### config.mk
export PLATFORM = sky130hd
export DESIGN_NAME = rx_merge_logic
export DESIGN_NICKNAME = d
export VERILOG_FILES = /design/src/rtl/rx_merge_logic.sv
export SDC_FILE = /design/constraint.sdc
export NUM_CORES = 1
export LEC_CHECK = 0
export BUFFER_PORTS_ARGS = -buffer_cell sky130_fd_sc_hd__clkbuf_2
export CORE_AREA = 2 2 64 111
export DETAILED_ROUTE_END_ITERATION = 10
export DIE_AREA = 0 0 66 113
export GPL_TIMING_DRIVEN = 1
export PLACE_DENSITY = 0.65
export RECOVER_POWER = 50
export SETUP_SLACK_MARGIN = 0.4
export SLEW_MARGIN = 20
export SYNTH_ARGS = -nofsm -noshare
export SYNTH_HDL_FRONTEND = slang
export SYNTH_SLANG_ARGS = --single-unit
export TNS_END_PERCENT = 20
### constraint.sdc
create_clock -name clk -period 2 [get_ports clk]
set_input_delay 0.4 -clock clk [delete_from_list [all_inputs] [get_ports clk]]
set_output_delay 0.4 -clock clk [all_outputs]
set_load 0.02 [all_outputs]
### src/rtl/rx_merge_logic.sv
// Drains destination FIFOs D0/D1 with round-robin pops, checks each word's
// destination bit against its source and merges both streams into one buffered valid/ready output.
module rx_merge_logic #(
   parameter int data_width = 6,
   parameter int buf_depth  = 4,
   parameter int cnt_width  = 8
) (
   input  logic                  clk,
   input  logic                  reset,
   input  logic [data_width-1:0] data_in_D0,
   input  logic [data_width-1:0] data_in_D1,
   input  logic                  empty_fifo_D0,
   input  logic                  empty_fifo_D1,
   input  logic                  ready_in,
   output logic                  pop_D0,
   output logic                  pop_D1,
   output logic [data_width-1:0] data_out,
   output logic                  valid_out,
   output logic                  mismatch_error,
   output logic [cnt_width-1:0]  count_D0,
   output logic [cnt_width-1:0]  count_D1,
   output logic                  idle_out
);

   localparam int AW = $clog2(buf_depth);

   typedef enum logic [1:0] {ST_IDLE, ST_ACTIVE, ST_DRAIN} state_t;

   state_t                r_state;
   state_t                w_state_next;
   logic [data_width-1:0] r_mem [buf_depth];
   logic [AW-1:0]         r_wptr;
   logic [AW-1:0]         r_rptr;
   logic [AW:0]           r_occ;
   logic                  r_inflight;
   logic                  r_inflight_src;
   logic                  r_last_grant;
   logic                  r_err;
   logic [cnt_width-1:0]  r_cnt0;
   logic [cnt_width-1:0]  r_cnt1;

   logic [AW+1:0]         w_pending;
   logic                  w_allow;
   logic                  w_pop0;
   logic                  w_pop1;
   logic                  w_any_pop;
   logic                  w_wr;
   logic                  w_rd;
   logic                  w_occ_zero;
   logic [data_width-1:0] w_cap;

   // Counting the in-flight word against capacity keeps the buffer from overflowing under backpressure.
   assign w_pending  = {1'b0, r_occ} + {{(AW+1){1'b0}}, r_inflight};
   assign w_allow    = w_pending < (AW+2)'(buf_depth);
   assign w_occ_zero = (r_occ == '0);
   assign w_wr       = r_inflight;
   assign w_rd       = !w_occ_zero && ready_in;
   assign w_cap      = r_inflight_src ? data_in_D1 : data_in_D0;
   assign w_any_pop  = w_pop0 | w_pop1;

   always_comb begin
      w_pop0 = 1'b0;
      w_pop1 = 1'b0;
      if (!reset && w_allow) begin
         if (!empty_fifo_D0 && !empty_fifo_D1) begin
            if (r_last_grant) w_pop0 = 1'b1;
            else              w_pop1 = 1'b1;
         end else if (!empty_fifo_D0) begin
            w_pop0 = 1'b1;
         end else if (!empty_fifo_D1) begin
            w_pop1 = 1'b1;
         end
      end
   end

   always_ff @(posedge clk or posedge reset) begin
      if (reset) begin
         r_wptr         <= '0;
         r_rptr         <= '0;
         r_occ          <= '0;
         r_inflight     <= 1'b0;
         r_inflight_src <= 1'b0;
         r_last_grant   <= 1'b1;
         r_err          <= 1'b0;
         r_cnt0         <= '0;
         r_cnt1         <= '0;
      end else begin
         r_inflight <= w_any_pop;
         if (w_any_pop) begin
            r_inflight_src <= w_pop1;
            r_last_grant   <= w_pop1;
         end
         if (w_wr) begin
            r_wptr <= r_wptr + 1'b1;
            if (r_inflight_src) r_cnt1 <= r_cnt1 + 1'b1;
            else                r_cnt0 <= r_cnt0 + 1'b1;
            if (w_cap[4] != r_inflight_src) r_err <= 1'b1;
         end
         if (w_rd) r_rptr <= r_rptr + 1'b1;
         case ({w_wr, w_rd})
            2'b10:   r_occ <= r_occ + 1'b1;
            2'b01:   r_occ <= r_occ - 1'b1;
            default: r_occ <= r_occ;
         endcase
      end
   end

   // Storage needs no reset: data_out is masked to zero while the buffer is empty.
   always_ff @(posedge clk) begin
      if (w_wr) r_mem[r_wptr] <= w_cap;
   end

   always_comb begin
      w_state_next = r_state;
      unique case (r_state)
         ST_IDLE: begin
            if (w_any_pop) w_state_next = ST_ACTIVE;
         end
         ST_ACTIVE: begin
            if (empty_fifo_D0 && empty_fifo_D1 && !r_inflight)
               w_state_next = w_occ_zero ? ST_IDLE : ST_DRAIN;
         end
         ST_DRAIN: begin
            if (w_any_pop)                     w_state_next = ST_ACTIVE;
            else if (w_occ_zero && !r_inflight) w_state_next = ST_IDLE;
         end
         default: w_state_next = ST_IDLE;
      endcase
   end

   always_ff @(posedge clk or posedge reset) begin
      if (reset) r_state <= ST_IDLE;
      else       r_state <= w_state_next;
   end

   assign pop_D0         = w_pop0;
   assign pop_D1         = w_pop1;
   assign valid_out      = !w_occ_zero;
   assign data_out       = w_occ_zero ? '0 : r_mem[r_rptr];
   assign mismatch_error = r_err;
   assign count_D0       = r_cnt0;
   assign count_D1       = r_cnt1;
   assign idle_out       = (r_state == ST_IDLE);

endmodule

==> flow_results.org, run 1 <==
** Global route
- Largest net degree at the start of global routing :: 16
- Number of global-route vias before repair :: approximately 1500
- GRT Util Overall :: 12.8%
- Grt total ovfl :: 0
- First-pass GRT wire length :: 7.11 mm
- The initial antenna violation count was 0.

** Floorplanning
- The region available for standard cell placement spans 0.00654 sq mm.
- Once the floorplan was initialized, standard cells occupied 36.7% of the core.
- Pin placement for this block handled 44 I/O pins.
- In this run the horizontal extent of the chip is 66 microns.
- The die is 113 microns tall.
- Row generation in the floorplan step produced 39 rows.
- Die Outline Area :: 0.00746 sq mm

** Timing
- Tmin final :: 2.00 ns
- Setup violations remaining at the end of the flow were counted as 0.
- For this run, the top clock speed supported by timing is 500 MHz.
- RSZ-0062 raised after global routing :: yes
- Headroom to the max-slew limit :: 56.1%
- Final hold vios :: 0
- The max-slew violation count is 0.
- Dividing the final minimum period by the clock period gives 99.9%.
- For the pin with the worst max-slew slack, the measured transition is between 0.6 and 0.7 ns.
- For the final routed database, the setup TNS stands at 0 ns.
- Worst setup skew after layout :: about 0.0056 ns

** Critical path
- Worst setup path class :: flop to output pin
- Sequence of cells on the critical path :: mux4_2 -> and2_4 -> buf_8
- In this run the worst setup path begins at r_rptr[0].
- The setup check on the worst reg-to-reg path leaves a slack of between 0.1 and 0.15 ns.
- Delay of the slowest cell on the worst path :: 0.53 ns
- Critical path buffers and inverters :: 1
- In this run the worst path has a maximum fanout of 7.
- CP endpoint kind :: output pin
- The critical path crosses 3 cells after its start point.
- The endpoint identified for the worst register-to-register timing path is r_occ[1].
- Critical R2R Launch :: r_occ[1]
- Grouping stages by cell kind, the critical path spends the most delay in multiplexers.
- Critical path arrival :: 1.60 ns
- Critical Path Start Type :: flop
- For this design, the slowest cell found on the critical path is sky130_fd_sc_hd__mux4_2.
- Capture point of the critical path :: data_out[2]
- WP data required :: 1.60 ns
- The number of cells on the worst reg-to-reg path is 6.

** Yosys
- A synthesized cell averages 13.9 sq um.
- FF+latch count, synth :: 53
- Biggest area consumer among synthesized cells :: sky130_fd_sc_hd__edfxtp_1
- Combined area of all synthesized cells :: around 0.0024 sq mm
- Counting flops with an async set or reset pin after synthesis yields a share of 54.7%.
- In this run, synthesis inferred 24 flip-flops with an integrated enable.
- Among all cell types in the netlist, the one instantiated most often is sky130_fd_sc_hd__dfrtp_1.
- Counting every instance in the synthesized netlist gives 172.
- Synth top area share :: 30.1%
- Sequential area share after synthesis :: 60.4%
- Leading cell types by count after synthesis :: sky130_fd_sc_hd__dfrtp_1 (28), sky130_fd_sc_hd__edfxtp_1 (24), sky130_fd_sc_hd__xnor2_1 (13)
- Counting every net in the synthesized netlist gives between 150 and 200.
- Cell types occupying the most area after synthesis :: sky130_fd_sc_hd__edfxtp_1 (30%), sky130_fd_sc_hd__dfrtp_1 (29%), sky130_fd_sc_hd__mux4_2 (5.6%)
- In the synthesized netlist the dominant register cell turns out to be sky130_fd_sc_hd__dfrtp_1.
- The Yosys step of the flow raised 0 warnings.
- Number of distinct library cell variants in the gate-level netlist after synthesis :: 38

** Drt
- Remaining antenna violation count after routing :: 0
- Mean number of vias per cell :: approximately 4.7
- Total wirelength of the detailed-routed design :: 4.19 mm
- After detailed routing, the number of remaining DRC violations is 0.
- Router iterations before antenna repair :: 4
- Number of DRC markers in iteration 0 :: 68
- Per-cell routed wire length :: 13.6 microns
- The detailed router placed 1457 vias in this run.

** Cells and area
- Area growth, synth to finish :: 24.5%
- Share of layout cells above drive strength 1 :: 34.1%
- Net count, final :: 250
- The repair_antennas step left the layout with diodes totalling 0.
- The finished cells cover 0.00299 sq mm.

** Place
- Post-DP HPWL :: 3.03 mm
- Count of buffers inserted at the top-level ports :: 43
- Routability Congestion :: just over 0.7
- After detailed placement, the total cell area comes to 0.00274 sq mm.

** Power and ir drop
- Power share of the combinational group :: 40.8%
- For this design the static power due to leakage is 0.00126 uW.
- Peak supply drop :: 0.000438 V
- Int Power :: 2870 uW
- The clock network accounts for 18.6% of the total power.
- Net Switching :: 1490 uW
- Total power divided by cell area :: 1460 mW/mm^2
- In this run switching power makes up 34.2% of total power.
- Power share of the sequential group :: 40.5%

** Clock tree
- Worst skew pair latency :: ~0.29 ns
- Sinks on Clock Net :: 53
- Cell chosen for the clock root :: sky130_fd_sc_hd__clkbuf_16
- Number of H-tree branching levels :: 2
- Clock Pin Slew Worst Setup and Hold Paths :: ~0.060 ns
- TritonCTS built the clock tree.
- In this run, CTS created clock tree buffers numbering 5.
- Buffer levels on the longest clock path :: 2
- In this run, post-CTS hold repair placed 0 buffers.

** Hold path
- Path class of the lowest-slack min-delay path :: input port to async pin

** Run status
- The flow ran to the end, and the final reports show no timing, DRC or antenna violations.

** Job
- Across the run, the number of max-cap violations was 0.
[routing by layer]
metal,part of all wire [%],track usage [%]
met1,39,14.0
met2,54,23.2
met3,3.5,2.09
met4,2.6,6.53
met5,0,0
[cell type report]
class                   instances  area [sq um]
clock buffers                   6           129
fillers                       624          3550
flip-flops and latches         53          1450
well taps                      82           103
repair buffers                 52           342
multi-input cells             102           912
clock inverters                 2          10.0
inverters                      11          41.3
[placed cells by master (no fill, tap or decap), types with 7 or more instances in the layout]
master / synthesis / layout
sky130_fd_sc_hd__buf_8: 0 / 7
sky130_fd_sc_hd__clkbuf_2: 0 / 24
sky130_fd_sc_hd__dfrtp_1: 28 / 27
sky130_fd_sc_hd__mux2_2: 7 / 7
sky130_fd_sc_hd__edfxtp_1: 24 / 24
sky130_fd_sc_hd__clkbuf_1: 1 / 14
sky130_fd_sc_hd__nand2_1: 12 / 12
sky130_fd_sc_hd__inv_1: 11 / 10
sky130_fd_sc_hd__and2_4: 1 / 7
sky130_fd_sc_hd__xnor2_1: 13 / 13
sky130_fd_sc_hd__xor2_1: 7 / 7
[per-stage QoR]
stage / instances / hold WS [ns] / worst slack, ns / power, uW / util, %
2_1_floorplan: 172 / 0.477 / 0.243 / 2800 / -
3_3_place_gp: 298 / 0.393 / 0.0810 / 3210 / 41.9
3_5_place_dp: 298 / 0.390 / 0.0561 / 3240 / 41.9
4_1_cts: 307 / 0.103 / -0.0423 / 4340 / 45.6
5_1_grt: 308 / 0.168 / -0.0765 / 4650 / 45.7
6_report: 308 / 0.118 / 0.00109 / 4360 / 45.7
[sequential cells by signal (all words and copies together) (netlist names)]
signal	count
r_mem	24
count_D0	8
count_D1	8
r_occ	3
r_rptr	2
r_state	2
r_wptr	2
mismatch_error	1
r_inflight	1
r_inflight_src	1
r_last_grant	1
[what timing repair did]
item | 4_1_cts | 5_1_grt
resized for setup | 24 | 13
pin swaps | 15 | 7
setup endpoints to repair | 11 | 11
buffers inserted | 1 | 1
[cell families after synthesis]
family	count (synthesis)	share of synthesized area [%]
multiplexers	14	9.34
XOR/XNOR	20	7.31
AO/OA/AOI/OAI	13	4.02
adder cells (fa/ha/maj)	8	4.49
buffers and inverters	17	3.44
AND/OR/NAND/NOR	47	11.0
flip-flops	53	60.4
[worst min path at each step]
stage / from / to / slack (ns) / cells after the start
finish: reset / r_occ[0] / 0.12 / 2
global route: reset / r_occ[0] / 0.17 / 2
CTS: reset / r_occ[0] / 0.10 / 2
detailed placement: reset / r_occ[0] / 0.39 / 2
global placement: reset / r_occ[0] / 0.39 / 2
floorplan: reset / count_D0[0] / 0.48 / 1
[power by group through the flow]
stage	registers (uW)	logic, uW	clock network (uW)
after global routing	1820	1960	874
after detailed placement	1790	1450	0
after floorplan	1750	1060	0
after CTS	1780	1720	837
final	1770	1780	813
after global placement	1790	1430	0
Power figures use the tool's default switching activity.
==> inputs of run 2 (changes only) <==
--- a/config.mk
+++ b/config.mk
@@ -12,7 +12,6 @@
 export GPL_TIMING_DRIVEN = 1
 export PLACE_DENSITY = 0.65
 export RECOVER_POWER = 50
-export SETUP_SLACK_MARGIN = 0.4
 export SLEW_MARGIN = 20
 export SYNTH_ARGS = -nofsm -noshare
 export SYNTH_HDL_FRONTEND = slang
==> run 2 against run 1 <==
Effect of this change:
- total power down 2.4%
- sequential share of layout area grew 0.70 points
- cell count fell by 0.32%
- clock power fell by 0.7%
- cell area shrank 1.3%
- count of clock-buffer cells in the layout grew 1
- clock skew barely moved
- register-to-register slack worse by 0.02 ns
- global-route usage hardly changed
- core utilization is 0.61 points lower
- combinational power down 4%
- first-iteration DRC count decreased by 31%
- critical path type unchanged
- critical endpoint is now data_out[3]
- largest cell class unchanged
- highest routed layer unchanged
==> flow_results.org, run 2 (synthesized netlist as in run 1, its figures left out) <==
** Global route
- The total grt overflow came to 0 (unchanged).
- The total routing usage reported by global routing came to 12.8% (about the same).
- The number of global-route vias before repair came to 1457 (was 1528).
- Initial antenna violation count :: 0 (unchanged)
- The global-route wire length before repair came to 7.06 mm (was 7.11 mm).
- Largest net degree at the start of global routing :: 23 (was 16)

** Cells and area
- The layout-stage area growth over the synthesis result was 22.9% (was 24.5%).
- The final-stage net count came to 249 (was 250).
- The register cell area after layout is 0.00145 sq mm (about the same).
- # diodes :: 0 (unchanged)
- The layout cell share with drive strength beyond 1 is 34.7% (was 34.1%).
- The most common cell after layout, fill and taps aside is sky130_fd_sc_hd__clkbuf_2 (was sky130_fd_sc_hd__dfrtp_1).
- The flip-flop count of the largest register, all copies and words added is 24 (unchanged).
- The total of fill cells in the finished design is 635 (was 624).
- Count of non-filler cells in the finished layout :: 307 (was 308)
- Total area of multi-input combinational cells :: 897 sq um (was 912 sq um)
- The register ranked first by flip-flop count is r_mem (unchanged).
- Commonest non-fill, non-tap cells in the layout :: sky130_fd_sc_hd__clkbuf_2 (31), sky130_fd_sc_hd__dfrtp_1 (26), sky130_fd_sc_hd__edfxtp_1 (24), sky130_fd_sc_hd__xnor2_1 (13), sky130_fd_sc_hd__nand2_1 (12) (was sky130_fd_sc_hd__dfrtp_1 (27), sky130_fd_sc_hd__clkbuf_2 (24), sky130_fd_sc_hd__edfxtp_1 (24), sky130_fd_sc_hd__clkbuf_1 (14), sky130_fd_sc_hd__xnor2_1 (13))

** Clock tree
- The clock transition at the registers of the reported paths was 0.06 ns (about the same).
- Cell chosen for the clock root :: sky130_fd_sc_hd__clkbuf_16 (unchanged)
- TritonCTS clock tree :: done (unchanged)
- The number of H-tree levels is 2 (unchanged).
- Number of buffers created by CTS :: 5 (unchanged)
- Worst skew pair latency :: 0.29 ns (about the same)
- The sink count of the clock tree came to 53 (unchanged).
- The clock tree buffer depth is 2 (unchanged).

** Critical path
- The beginning of the worst register-to-register path is r_occ[1] (unchanged).
- Critical path arrival :: 1.55 ns (was 1.60 ns)
- The maximum fanout along the worst path was 7 (unchanged).
- Endpoint of the worst-slack reg-to-reg timing path :: r_occ[2] (was r_occ[1])
- CP endpoint kind :: output pin (unchanged)
- The endpoint required time on the critical path is 1.60 ns (about the same).
- Capture point of the critical path :: data_out[3] (was data_out[2])
- Register-to-Register Path Depth :: 8 (was 6)
- The classification of the worst setup path was flop to output pin (unchanged).
- First element of the critical path :: r_rptr[0] (unchanged)
- The slack of the worst reg-to-reg path is 0.10 ns (was 0.12 ns).
- Critical Path Start Type :: flop (unchanged)

** Timing
- Max frequency :: 512 MHz (was 500 MHz)
- The actual slew at the worst max-slew pin came to 1.14 ns (was 0.659 ns).
- Worst setup skew after layout :: 0.00575 ns (was 0.00555 ns)
- The remaining max-slew budget at the tightest pin was 24.0% (was 56.1%).
- The number of setup violations in the final report came to 0 (unchanged).
- The max-slew violation count was 0 (unchanged).
- RSZ-0062 raised after global routing :: yes (unchanged)
- The final worst-path cycle share is 97.6% (was 99.9%).
- Tmin final :: 1.95 ns (was 2.00 ns)
- The smallest setup slack after layout is 0.0473 ns (was 0.00109 ns).
- The count of final hold-check violations was 0 (unchanged).
- Fin Hold WS :: 0.114 ns (was 0.118 ns)

** Drt
- Via total after detailed routing :: 1477 (was 1457)
- The sum of met3 wire segment lengths after detailed routing was 128 microns (was 146 microns).
- Amount of wire on met2 after detailed routing :: 2.33 mm (was 2.28 mm)
- Top Metal Used :: met4 (unchanged)
- Mean number of vias per cell :: 4.81 (was 4.73)
- The number of violations reported at the end of detailed-routing iteration 0 is 47 (was 68).
- Routed length on met1 :: 1.64 mm (was 1.65 mm)
- The number of routed nets with antenna violations was 0 (unchanged).
- Total wirelength of the detailed-routed design :: 4.20 mm (was 4.19 mm)
- Router iterations before antenna repair :: 4 (unchanged)
- The final routed DRC violation total is 0 (unchanged).
- The wire length per cell after detailed routing is 13.7 microns (was 13.6 microns).

** Place
- The final HPWL from detailed placement was 3.05 mm (was 3.03 mm).
- The final weighted congestion in routability-driven placement came to 0.732 (was 0.717).
- Count of buffers inserted at the top-level ports :: 43 (unchanged)
- Pre-CTS setup slack :: 0.0479 ns (was 0.0561 ns)
- The number of placed cells counting well taps came to 296 (was 298).

** Floorplanning
- Die height :: 113 microns (unchanged)
- Count of pins on the block boundary :: 44 (unchanged)
- The number of standard-cell rows in the floorplan came to 39 (unchanged).
- The initial core utilization came to 36.7% (unchanged).
- The area of the core came to 0.00654 sq mm (unchanged).
- Die Outline Area :: 0.00746 sq mm (unchanged)
- Die width :: 66 microns (unchanged)

** Power and ir drop
- Peak supply drop :: 0.000457 V (was 0.000438 V)
- The relative contribution of combinational cells to total power came to 40.0% (was 40.8%).
- The switching power was 1460 uW (was 1490 uW).
- Leak Pwr :: 0.00126 uW (about the same)
- Clock group share of total power :: 19.0% (was 18.6%)
- Int Power :: 2800 uW (was 2870 uW)
- Power share of the sequential group :: 41.1% (was 40.5%)
- The switching portion of total power was 34.2% (about the same).
- The power density of the placed cells is 1450 mW/mm^2 (was 1460 mW/mm^2).

** Job
- The max-cap violation count is 0 (unchanged).

** Hold path
- The path category of the worst min-delay check is input port to async pin (unchanged).

** Run status
- Run status: finished, final reports clean (unchanged).
-- run 2: cell count changes in the layout (fill, tap and decap cells not counted), sizes merged --
cell and delta:
buf -1, clkbuf +1, clkinv -1
-- run 2: repair_timing --
action	CTS	global route
endpoints found under the setup margin	7	9
resized for setup	4	27
setup buffers	3	0
hold buffers	0	0
pin swaps	0	7
-- run 2: final cells by class --
| type | count | share of cell area, % |
|---|---|---|
| clock buffer | 7 | 4.50 |
| clock inverter | 1 | 0.127 |
| inverter | 11 | 1.40 |
| multi-input combinational | 102 | 30.5 |
| sequential | 53 | 49.2 |
| tap | 82 | 3.48 |
| timing repair buffer | 51 | 10.8 |
-- run 2: how the worst min path moves through the flow --
stage             endpoint   from  depth (start not counted)
3_3_place_gp   count_D1[1]  reset                          2
5_1_grt        count_D1[0]  reset                          2
2_1_floorplan  count_D0[0]  reset                          1
4_1_cts        count_D1[1]  reset                          2
6_report       count_D1[1]  reset                          2
3_5_place_dp   count_D1[1]  reset                          2
-- run 2: per-layer routing --
metal	vias up	GRT usage [%]
met4	0	6.12
met1	742	14.0
li1	708	-
met5	-	0
met3	5	3.08
met2	22	22.6
-- run 2: power groups by stage --
stage / clock (uW) / combinational [uW] / sequential, uW
after floorplan: 0 / 1040 / 1750
after global placement: 0 / 1390 / 1790
after detailed placement: 0 / 1410 / 1810
after CTS: 830 / 1550 / 1750
after global routing: 880 / 1860 / 1800
final: 807 / 1700 / 1750
-- run 2: critical path, stage by stage (launching register included) --
cell and delay (ns):
sky130_fd_sc_hd__dfrtp_2 0.37, sky130_fd_sc_hd__buf_12 0.13, sky130_fd_sc_hd__mux4_2 0.49, sky130_fd_sc_hd__and2_4 0.15, sky130_fd_sc_hd__buf_6 0.12
-- run 2: metrics by stage --
stage	TNS (ns)	total power, uW	utilization [%]	instance area [sq um]
floorplan	0	2780	-	2400
global placement	0	3190	41.7	2720
detailed placement	0	3220	41.7	2720
CTS	-0.0163	4140	44.6	2910
global route	-0.0342	4540	45.0	2950
finish	0	4260	45.0	2950
==> inputs of run 3 (changes only) <==
==> constraint.sdc (replaced) <==
create_clock -name clk -period 2 [get_ports clk]
set_input_delay 0.2 -clock clk [delete_from_list [all_inputs] [get_ports clk]]
set_output_delay 0.2 -clock clk [all_outputs]
set_load 0.02 [all_outputs]
==> run 3 against run 2 <==
Effect of this change:
- critical path depth fell by 1
- wire length up 1.4%
- cell area fell by 3.8%
- critical endpoint unchanged
- via count shrank 1.4%
- total power down 7.0%
- clock skew shrank 0.0029 ns
- die area unchanged
- cell count is 0.65% lower
- worst hold slack gained 0.083 ns
- setup slack better by 0.079 ns
- largest power group unchanged
- largest cell class unchanged
==> flow_results.org, run 3 (synthesized netlist as in run 1, its figures left out) <==
** Drt
- Mean number of vias per cell :: 4.77 (was 4.81)
- The sum of met3 wire segment lengths after detailed routing came to 165 microns (was 128 microns).
- Top Metal Used :: met4 (unchanged)
- The number of detailed-route iterations in the first pass was 4 (unchanged).
- Number of DRC markers in iteration 0 :: 64 (was 47)
- Per-cell routed wire length :: 14.0 microns (was 13.7 microns)
- Number of DRC violations after detailed routing :: 0 (unchanged)
- The number of routed nets with antenna violations is 0 (unchanged).
- Total wirelength of the detailed-routed design :: 4.26 mm (was 4.20 mm)
- The via count of the routed design is 1456 (was 1477).
- The met1 wire length came to 1.59 mm (was 1.64 mm).
- The met2 routed wirelength was 2.38 mm (was 2.33 mm).

** Place
- Number of instances in the placed design :: 296 (unchanged)
- The final weighted congestion in routability-driven placement came to 0.707 (was 0.732).
- Count of buffers inserted at the top-level ports :: 43 (unchanged)
- The worst slack at placement is 0.137 ns (was 0.0479 ns).
- The final HPWL from detailed placement was 3.07 mm (was 3.05 mm).

** Critical path
- Sequence of cells on the critical path: mux4_2 -> and2_1 -> clkbuf_2 (was buf_12 -> mux4_2 -> and2_4 -> buf_6).
- Critical path buffers and inverters :: 1 (was 2)
- The depth of the worst register-to-register path was 8 (unchanged).
- The delay of the slowest cell on the worst path was 0.53 ns (was 0.49 ns).
- The critical path endpoint category is an output pin (unchanged).
- Critical path arrival :: 1.67 ns (was 1.55 ns)
- Critical Path Start Type :: flop (unchanged)
- The endpoint required time on the critical path came to 1.80 ns (was 1.60 ns).
- Largest fanout on the critical path :: 8 (was 7)
- The cell depth of the worst setup path was 3 (was 4).
- Worst setup path class :: flop to output pin (unchanged)
- Crit path max-delay family :: flip-flops (was multiplexers)
- Crit-path slowest cell :: sky130_fd_sc_hd__dfrtp_2 (was sky130_fd_sc_hd__mux4_2)

** Cells and area
- Most common cell after layout, fill and taps aside :: sky130_fd_sc_hd__dfrtp_1 (was sky130_fd_sc_hd__clkbuf_2)
- Net count, final :: 247 (was 249)
- Top reg by flops :: r_mem (unchanged)
- Number of flip-flops in the largest register :: 24 (unchanged)
- The layout-stage area growth over the synthesis result was 18.2% (was 22.9%).
- Final Util :: 43.3% (was 45.0%)
- The filler-free cell count of the finished design came to 305 (was 307).
- # diodes :: 0 (unchanged)
- Commonest non-fill, non-tap cells in the layout :: sky130_fd_sc_hd__dfrtp_1 (27), sky130_fd_sc_hd__clkbuf_2 (25), sky130_fd_sc_hd__edfxtp_1 (24), sky130_fd_sc_hd__clkbuf_1 (21), sky130_fd_sc_hd__xnor2_1 (13) (was sky130_fd_sc_hd__clkbuf_2 (31), sky130_fd_sc_hd__dfrtp_1 (26), sky130_fd_sc_hd__edfxtp_1 (24), sky130_fd_sc_hd__xnor2_1 (13), sky130_fd_sc_hd__nand2_1 (12))
- Share of layout cells above drive strength 1 :: 24.7% (was 34.7%)

** Timing
- Worst setup skew after layout :: 0.00289 ns (was 0.00575 ns)
- The actual slew at the worst max-slew pin was 0.554 ns (was 1.14 ns).
- The max-slew violation count is 0 (unchanged).
- Aggregate negative setup slack :: 0 ns (unchanged)
- The smallest setup slack after layout came to 0.126 ns (was 0.0473 ns).
- Tmin final :: 1.87 ns (was 1.95 ns)
- The final worst-path cycle share came to 93.7% (was 97.6%).
- Final hold vios :: 0 (unchanged)
- Max frequency :: 534 MHz (was 512 MHz)
- # setup viols final :: 0 (unchanged)
- RSZ-0062 raised after global routing: no (was yes).
- Headroom to the max-slew limit :: 63.0% (was 24.0%)

** Power and ir drop
- Peak supply drop :: 0.000567 V (was 0.000457 V)
- Total power divided by cell area :: 1400 mW/mm^2 (was 1450 mW/mm^2)
- Leak Pwr :: 0.00118 uW (was 0.00126 uW)

** Global route
- Number of global-route vias before repair :: 1484 (was 1457)
- The global-route wire length before repair came to 6.89 mm (was 7.06 mm).
- Largest net degree at the start of global routing :: 23 (unchanged)
- Grt total ovfl :: 0 (unchanged)
- The total routing usage reported by global routing came to 12.7% (was 12.8%).
- Initial antenna violation count :: 0 (unchanged)

** Floorplanning
- The number of standard-cell rows in the floorplan was 39 (unchanged).
- The initial core utilization is 36.7% (unchanged).
- The area of the core was 0.00654 sq mm (unchanged).
- Die height :: 113 microns (unchanged)
- Die width :: 66 microns (unchanged)
- The floorplan die area came to 0.00746 sq mm (unchanged).
- The top-level I/O count is 44 (unchanged).

** Clock tree
- Clock Pin Slew Worst Setup and Hold Paths :: 0.06 ns (about the same)
- The clock tree from TritonCTS is done (unchanged).
- The cell at the root of the clock tree was sky130_fd_sc_hd__clkbuf_16 (unchanged).
- The total setup buffers inserted after CTS came to 0 (was 3).
- Worst skew pair latency :: 0.29 ns (about the same)
- Sinks on Clock Net :: 53 (unchanged)
- The number of H-tree levels came to 2 (unchanged).
- Buffer levels on the longest clock path :: 2 (unchanged)
- Number of buffers created by CTS :: 5 (unchanged)

** Run status
- Run status :: finished, final reports clean (unchanged)

** Job
- Number of max-cap violations :: 0 (unchanged)

** Hold path
- The worst hold path was traced through 3 stages.
- Path class of the lowest-slack min-delay path :: input port to flop (was input port to async pin)
-- run 3: cell count changes in the layout (fill, tap and decap cells not counted), moves of 5 or more --
cell / before / now
sky130_fd_sc_hd__and2_1: 4 / 9
sky130_fd_sc_hd__clkbuf_2: 31 / 25
sky130_fd_sc_hd__buf_6: 7 / 0
sky130_fd_sc_hd__and2_4: 7 / 1
sky130_fd_sc_hd__clkbuf_1: 9 / 21
-- run 3: metal layers --
metal	vias to the layer above	global-route usage (%)
li1	706	-
met1	721	12.7
met2	23	23.2
met3	6	2.98
met4	0	7.07
met5	-	0
-- run 3: report_power, final --
group          internal [uW]  switching (uW)  leakage (uW)  total, uW
registers               1450             304      0.000580       1760
logic                    635             753      0.000534       1390
clock network            461             355     0.0000655        816
-- run 3: worst min-delay path: stages --
cell	delay, ns
sky130_fd_sc_hd__clkbuf_2	0.10
sky130_fd_sc_hd__o21ai_0	0.07
sky130_fd_sc_hd__o21ai_0	0.07
-- run 3: through the flow --
| step | total power, uW | hold WS, ns | cell area (sq um) |
|---|---|---|---|
| after floorplan | 2780 | 0.277 | 2400 |
| after global placement | 3180 | 0.188 | 2710 |
| after detailed placement | 3220 | 0.188 | 2710 |
| after CTS | 4050 | 0.193 | 2860 |
| after global routing | 4210 | 0.208 | 2830 |
| final | 3960 | 0.197 | 2830 |
-- run 3: worst paths after layout --
path                           startpoint        endpoint  slack (ns)
max in group asynchronous           reset       r_rptr[0]        0.71
setup / recovery                r_rptr[0]     data_out[3]        0.13
setup reg to reg                 r_occ[1]        r_occ[2]        0.13
hold reg to reg            mismatch_error  mismatch_error        0.48
hold / removal              empty_fifo_D0    r_last_grant        0.20
min in group asynchronous           reset     count_D1[1]        0.43
-- run 3: timing repair --
item,4_1_cts,5_1_grt
hold endpoints to repair,6,0
endpoints found under the setup margin,6,0
resized for setup,1,0
hold buffers,1,0
-- run 3: layout make-up --
class                           count  area (sq um)
Clock inverter                      1          3.75
Clock buffer                        7           133
Timing Repair Buffer               49           236
Tap cell                           82           103
Multi-Input combinational cell    102           867
Sequential cell                    53          1450
Inverter                           11          41.3
Fill cell                         647          3710
